===== src/rtl/bcd_seg7_scanner.sv =====
// rtl/bcd_seg7_scanner.sv - multiplexed BCD to 7-segment scanner with anti-ghosting gap
// Optional leading-zero blanking: define LEADING_ZERO_BLANK_EN.
module bcd_seg7_scanner #(
   parameter int NUM_DIGITS  = 4,
   parameter int REFRESH_DIV = 1000
) (
   input  logic                    clk,
   input  logic                    reset,
   input  logic                    load,
   input  logic [4*NUM_DIGITS-1:0] bcd_in,
   output logic [6:0]              seg,
   output logic [NUM_DIGITS-1:0]   an,
   output logic                    frame_done
);

   localparam int IDX_W = $clog2(NUM_DIGITS);
   localparam int DIV_W = $clog2(REFRESH_DIV);
   localparam logic [IDX_W-1:0] IDX_LAST = IDX_W'(NUM_DIGITS - 1);
   localparam logic [DIV_W-1:0] DIV_LAST = DIV_W'(REFRESH_DIV - 1);

   localparam logic [0:0] S_GAP   = 1'b0;
   localparam logic [0:0] S_DRIVE = 1'b1;

   logic [4*NUM_DIGITS-1:0] r_shadow;
   logic [IDX_W-1:0]        r_idx;
   logic [DIV_W-1:0]        r_div_cnt;
   logic [0:0]              r_state;
   logic [6:0]              r_seg;
   logic [NUM_DIGITS-1:0]   r_an;
   logic                    r_frame_done;

   logic [3:0]              w_digit;
   logic [6:0]              w_seg_next;
`ifdef LEADING_ZERO_BLANK_EN
   logic                    w_upper_nz;
`endif

   function automatic logic [6:0] decode(input logic [3:0] d);
      case (d)
         4'd0:    decode = 7'h3F;
         4'd1:    decode = 7'h06;
         4'd2:    decode = 7'h5B;
         4'd3:    decode = 7'h4F;
         4'd4:    decode = 7'h66;
         4'd5:    decode = 7'h6D;
         4'd6:    decode = 7'h7D;
         4'd7:    decode = 7'h07;
         4'd8:    decode = 7'h7F;
         4'd9:    decode = 7'h6F;
         default: decode = 7'h40;
      endcase
   endfunction

   always_comb begin
      w_digit    = r_shadow[{r_idx, 2'b00} +: 4];
      w_seg_next = decode(w_digit);
`ifdef LEADING_ZERO_BLANK_EN
      // A digit is blank only if it and every more-significant digit are zero.
      w_upper_nz = 1'b0;
      for (int j = 0; j < NUM_DIGITS; j++) begin
         if (IDX_W'(j) >= r_idx && r_shadow[4*j +: 4] != 4'd0) begin
            w_upper_nz = 1'b1;
         end
      end
      if (r_idx != '0 && !w_upper_nz) begin
         w_seg_next = 7'h00;
      end
`endif
   end

   always_ff @(posedge clk or negedge reset) begin
      if (!reset) begin
         r_shadow     <= '0;
         r_idx        <= '0;
         r_div_cnt    <= '0;
         r_state      <= S_GAP;
         r_seg        <= '0;
         r_an         <= '0;
         r_frame_done <= 1'b0;
      end else begin
         if (load) begin
            r_shadow <= bcd_in;
         end
         r_frame_done <= 1'b0;
         case (r_state)
            S_GAP: begin
               r_state   <= S_DRIVE;
               r_an      <= NUM_DIGITS'(1) << r_idx;
               r_seg     <= w_seg_next;
               r_div_cnt <= DIV_W'(1);
            end
            default: begin
               if (r_div_cnt == DIV_LAST) begin
                  // Blank everything for one cycle before moving to the next digit.
                  r_state   <= S_GAP;
                  r_div_cnt <= '0;
                  r_an      <= '0;
                  r_seg     <= '0;
                  if (r_idx == IDX_LAST) begin
                     r_idx        <= '0;
                     r_frame_done <= 1'b1;
                  end else begin
                     r_idx <= r_idx + 1'b1;
                  end
               end else begin
                  r_div_cnt <= r_div_cnt + 1'b1;
                  r_seg     <= w_seg_next;
               end
            end
         endcase
      end
   end

   assign seg        = r_seg;
   assign an         = r_an;
   assign frame_done = r_frame_done;

endmodule


===== config.mk =====
export PLATFORM = sky130hd
export DESIGN_NAME = bcd_seg7_scanner
export DESIGN_NICKNAME = d
export VERILOG_FILES = /design/src/rtl/bcd_seg7_scanner.sv
export SDC_FILE = /design/constraint.sdc
export NUM_CORES = 1
export LEC_CHECK = 0
export CORE_MARGIN = 4
export CORE_UTILIZATION = 40
export CTS_CLUSTER_SIZE = 16
export DETAILED_ROUTE_END_ITERATION = 10
export PLACE_DENSITY = 0.74
export SYNTH_ARGS = -nofsm -noshare
export SYNTH_HDL_FRONTEND = slang
export SYNTH_SLANG_ARGS = --single-unit

===== constraint.sdc =====
create_clock -name clk -period 1.85 [get_ports clk]
set_input_delay 0.185 -clock clk [delete_from_list [all_inputs] [get_ports clk]]
set_output_delay 0.185 -clock clk [all_outputs]
set_load 0.02 [all_outputs]

* Yosys cells after proc, flatten, opt, wreduce, memory -nomap -nowiden
Memory sizes are Yosys's and may differ from the RTL's.
Cells that the tools add are included.
** Storage, ports and cells
- Register bits after elaboration :: 41
- Bits in read-only memories :: 112
- Input bits :: 19
- Output and inout port bits :: 12
- Logic and storage cells :: 28
- Memories :: 1
** Operators by class
- Add/subtract/negate cells :: 2
- Equal/unequal tests :: 3
- Shift-type cells :: 2
- Multiplexer cells :: 12
- Reductions and logical operators :: 1
** Memory list
- (name not given) :: words 16, width 7, rd ports 1, clocked after memory_dff 0, write ports 0, RTL line 39 : case (d)
** Operators with widths (number)
- two-way mux 10 bit :: 2
- indexed part select 16 x 5 -> 4 bit :: 1
- two-way mux 7 bit :: 2
- adder 10 x 1 -> 10 bit, second input constant :: 1
- equality test 10 bit, second input constant :: 1
- two-way mux 4 bit :: 2
- two-way mux 1 bit :: 5
- << shifter 1 x 2 -> 4 bit, first input constant :: 1
- adder 2 x 1 -> 2 bit, second input constant :: 1
- equality test 2 bit, second input constant :: 1
- two-way mux 2 bit :: 1
- inequality test 2 x 1 -> 1 bit, second input constant :: 1
- AND reduction 2 bit :: 1

* Longest topological paths before layout
- Depth after elaboration :: 4
- Gate-level depth with buffers :: 8
- Mapped depth without buffers :: 7

* Worst setup path before layout
Ideal clock, no wire load.
- Path type :: reg-to-reg
- Start point :: register r_idx[0]
- End point :: register r_seg[3], in the netlist seg[3]
- Library setup time :: 0.122 ns
- Arrival :: 1.713 ns
- Data required time :: 1.728 ns
- Setup slack :: 0.015 ns
- Cell stages (with the launch flop) :: 8
- Buffers on the path :: 1
- Period minus slack after synthesis :: 1.835 ns
- Path through :: dfrtp_1 -> buf_6 -> mux4_2 -> inv_1 -> ha_1 -> and2_1 -> o21ai_1 -> a21oi_1
** Between the ends
- Longest elaborated chain between the ends :: 4
** RTL lines
- from (decl) :: RTL line 25 : logic [IDX_W-1:0] r_idx;
- from (signal assigned) :: RTL line 103 : r_idx <= r_idx + 1'b1;
- indexed part select 16 x 5 -> 4 bit (*) :: RTL line 55 : w_digit = r_shadow[{r_idx, 2'b00} +: 4];
- memory (16 x 7 bit) (*)
- two-way mux 7 bit :: RTL line 93 : if (r_div_cnt == DIV_LAST) begin
- two-way mux 7 bit (*) :: RTL line 85 : case (r_state)
- to (signal assigned) :: RTL line 89 : r_seg <= w_seg_next;
- to (signal assigned) :: RTL line 107 : r_seg <= w_seg_next;
- to (decl) :: RTL line 28 : logic [6:0] r_seg;
Every way passes the cells marked *; elsewhere a longest branch is shown, timed or not.
A chain may end at the register's enable or synchronous reset.

* Worst setup path in the final report
Ends and elaborated chain as after synthesis.

==> flow_summary.ini <==
[clock_tree]
clk_pin_slew_ps = 70
clock_latency_ps = 280
cts_sinks = 41
cts-root-buf = clkbuf_8
cts_tree = done
htree_levels = 2
numCtsBuffers = 5
ctsLongestPathBuffers = 2

[yosys]
netlist_area_um2 = 1930
synth.distinct_cells = 34
synth-simple-area-share = 0.103
synthesis.nets = 180
synth_xor_xnor_area_share = 0.0364
syn_inst = 152
synth_seq_cells = 41
synth_top_area_share = 0.533
avgSynthCellArea_um2 = 12.7
yosys_warnings = 0
yosysSeqAreaShare = 0.533
synth_top_family_by_area = multiplexers
synthArstFlopShare = 1.00
synth-edff-count = 0
synth_fa_ha_area_frac = 0.0585
synth-compound-area-share = 0.0552
muxShareOfSynthArea = 0.181
synthTopCellsByArea = dfrtp_1 (53%), mux2_2 (9.9%), ha_1 (5.8%)
synth_flop_cell = dfrtp_1
yosys.area.top_type = dfrtp_1

[cells_and_area]
syn_to_final_growth_pct = 27.5
final_cell_count_no_fill = 249
drive_gt1_frac = 0.279
antenna_cells = 0
nets = 225
fin_area_um2 = 2450

[drt]
vias = 1276
drt_wl_total_mm = 3.38
dr.pass1.iters = 4
ant_nets = 0
via_per_inst = 5.12
routedWlPerCell_um = 13.6
drc = 0
detail_route.iter0.violations = 32

[timing]
layout_min_cycle_time_ps = 1760
finalCritPeriodShare = 0.950
fmax_mhz = 569
tightestPinTransition_ps = 500
setup_violations = 0
slew_viol_final = 0
tns_ps = 0
hold_viol_final = 0
rsz0062_at_grt = false
slew_headroom = 0.667
skew_ps = 5.75

[global_route]
grt_pass1_vias = 1360
grt_max_degree = 42
grt_usage = 0.123
antenna_found_initial = 0
grt_pass1_wl_mm = 6.02
grt.overflow.total = 0

[worst_setup_path]
cp.arrival_ps = 1930
path_max_fanout = 3
startpoint_type = flip-flop
cp.required_ps = 2020
crit_path_end_kind = flip-flop
criticalPathCategory = reg -> reg

[place]
place.gp.congestion = 0.858
hpwl_mm = 2.55
numPortBuffers = 30
placed_area_um2 = 2300
dp_cells = 236

[worst_hold_path]
hold_path.class = in -> async

[die]
die_h_um = 77.4
die-area_um2 = 5990
fp.coreArea_um2 = 4500
ios = 31
die_x_um = 77.4
initial_utilization = 0.428
rows = 24

[pwr]
p_leak_nw = 1.06
total_power_mw = 1.86
peakVddDrop_mv = 0.503
cellPowerDensity_nw_per_um2 = 757

[run_status]
status = finished, final reports clean

[job]
maxCapViolCount = 0
final cells by class:
type	count	area, µm²
clock buffer	7	86.3
fill	385	2050
inverter	9	33.8
multi-input combinational	98	851
sequential	41	1030
tap	52	65.1
timing repair buffer	42	392
placed cells by master, fill, tap and decap left out, types with 3 or more instances in the layout:
master | netlist | layout
inv_2 | 1 | 3
a22o_1 | 4 | 4
mux4_2 | 4 | 4
clkbuf_8 | 0 | 6
mux2_2 | 17 | 17
mux2i_1 | 3 | 3
xnor2_1 | 5 | 5
dfrtp_1 | 41 | 40
buf_4 | 0 | 10
nor2_1 | 13 | 13
a21oi_2 | 1 | 4
ha_1 | 9 | 9
clkdlybuf4s50_1 | 0 | 29
a21oi_1 | 8 | 5
inv_1 | 8 | 6
and2_1 | 4 | 4
nand2_1 | 6 | 6
xor2_1 | 3 | 3
kinds of logic (layout without fill, tap and decap cells):
group | count (synthesis) | count (layout)
flops | 41 | 41
simple gates | 37 | 37
mux | 27 | 27
compound gates | 17 | 17
buf+inv | 13 | 58
fa+ha+maj | 9 | 9
xor+xnor | 8 | 8
metrics by stage:
| stage | hold slack (ps) | setup WS, ps | utilization |
|---|---|---|---|
| after global placement | 265 | 57.8 | 0.511 |
| final | 480 | 92.2 | 0.545 |
| after global routing | 505 | 2.84 | 0.545 |
| after CTS | 502 | 10.8 | 0.536 |
| after detailed placement | 276 | -9.05 | 0.511 |
| after floorplan | -111 | 14.5 | - |
cell usage after synthesis, drive strengths merged (2+ instances only):
cell type  number
ha              9
and2            5
nand2           7
mux2           20
dfrtp          41
nor3            2
inv             9
mux4            4
buf             3
xnor2           5
o21ai           3
nand3           3
a22o            4
xor2            3
nor2           15
mux2i           3
a21oi           9
path summary, 6_finish.rpt:
check / from / slack (ps) / cells after the start / end
setup / recovery: r_idx[0]$_DFFE_PN0P_ / 90 / 6 / seg[3]$_DFF_PN0_
hold / removal: reset / 480 / 3 / r_div_cnt[5]$_DFF_PN0_
setup reg to reg: r_idx[0]$_DFFE_PN0P_ / 90 / 6 / seg[3]$_DFF_PN0_
hold reg to reg: an[3]$_DFFE_PN0P_ / 500 / 1 / an[3]$_DFFE_PN0P_
max in group asynchronous: reset / 980 / 3 / r_idx[0]$_DFFE_PN0P_
min in group clk: an[3]$_DFFE_PN0P_ / 500 / 1 / an[3]$_DFFE_PN0P_
registers in the layout (all words and copies together), names as in the netlist:
signal	cells
an	4
r_div_cnt	10
r_shadow	16
seg	7
r_state	1
frame_done	1
r_idx	2
critical path, stage by stage (launching register included):
cell	delay [ps]
dfrtp_2	400
mux4_2	550
inv_2	90
ha_1	240
and2_1	150
o21ai_2	140
a21oi_2	70
layer usage:
metal | share of wire | GRT usage | wire length (µm)
met4 | 0.012 | 0.0445 | 41
met2 | 0.48 | 0.199 | 1610
met3 | 0.065 | 0.0394 | 221
met5 | 0 | 0 | 0
met1 | 0.45 | 0.156 | 1510
timing repair:
action                     CTS  global route
hold buffers                 1             0
hold endpoints to repair    41             0
buffers inserted             2             3
resized for setup            1             7
pin swaps                    0             1
setup endpoints to repair    2             6
power by group:
part | internal, mW | leakage (nW) | switching [mW]
clock network | 0.296 | 0.0443 | 0.268
logic | 0.169 | 0.523 | 0.141
registers | 0.955 | 0.495 | 0.0292
No activity file was read; power rests on OpenSTA's default activity.
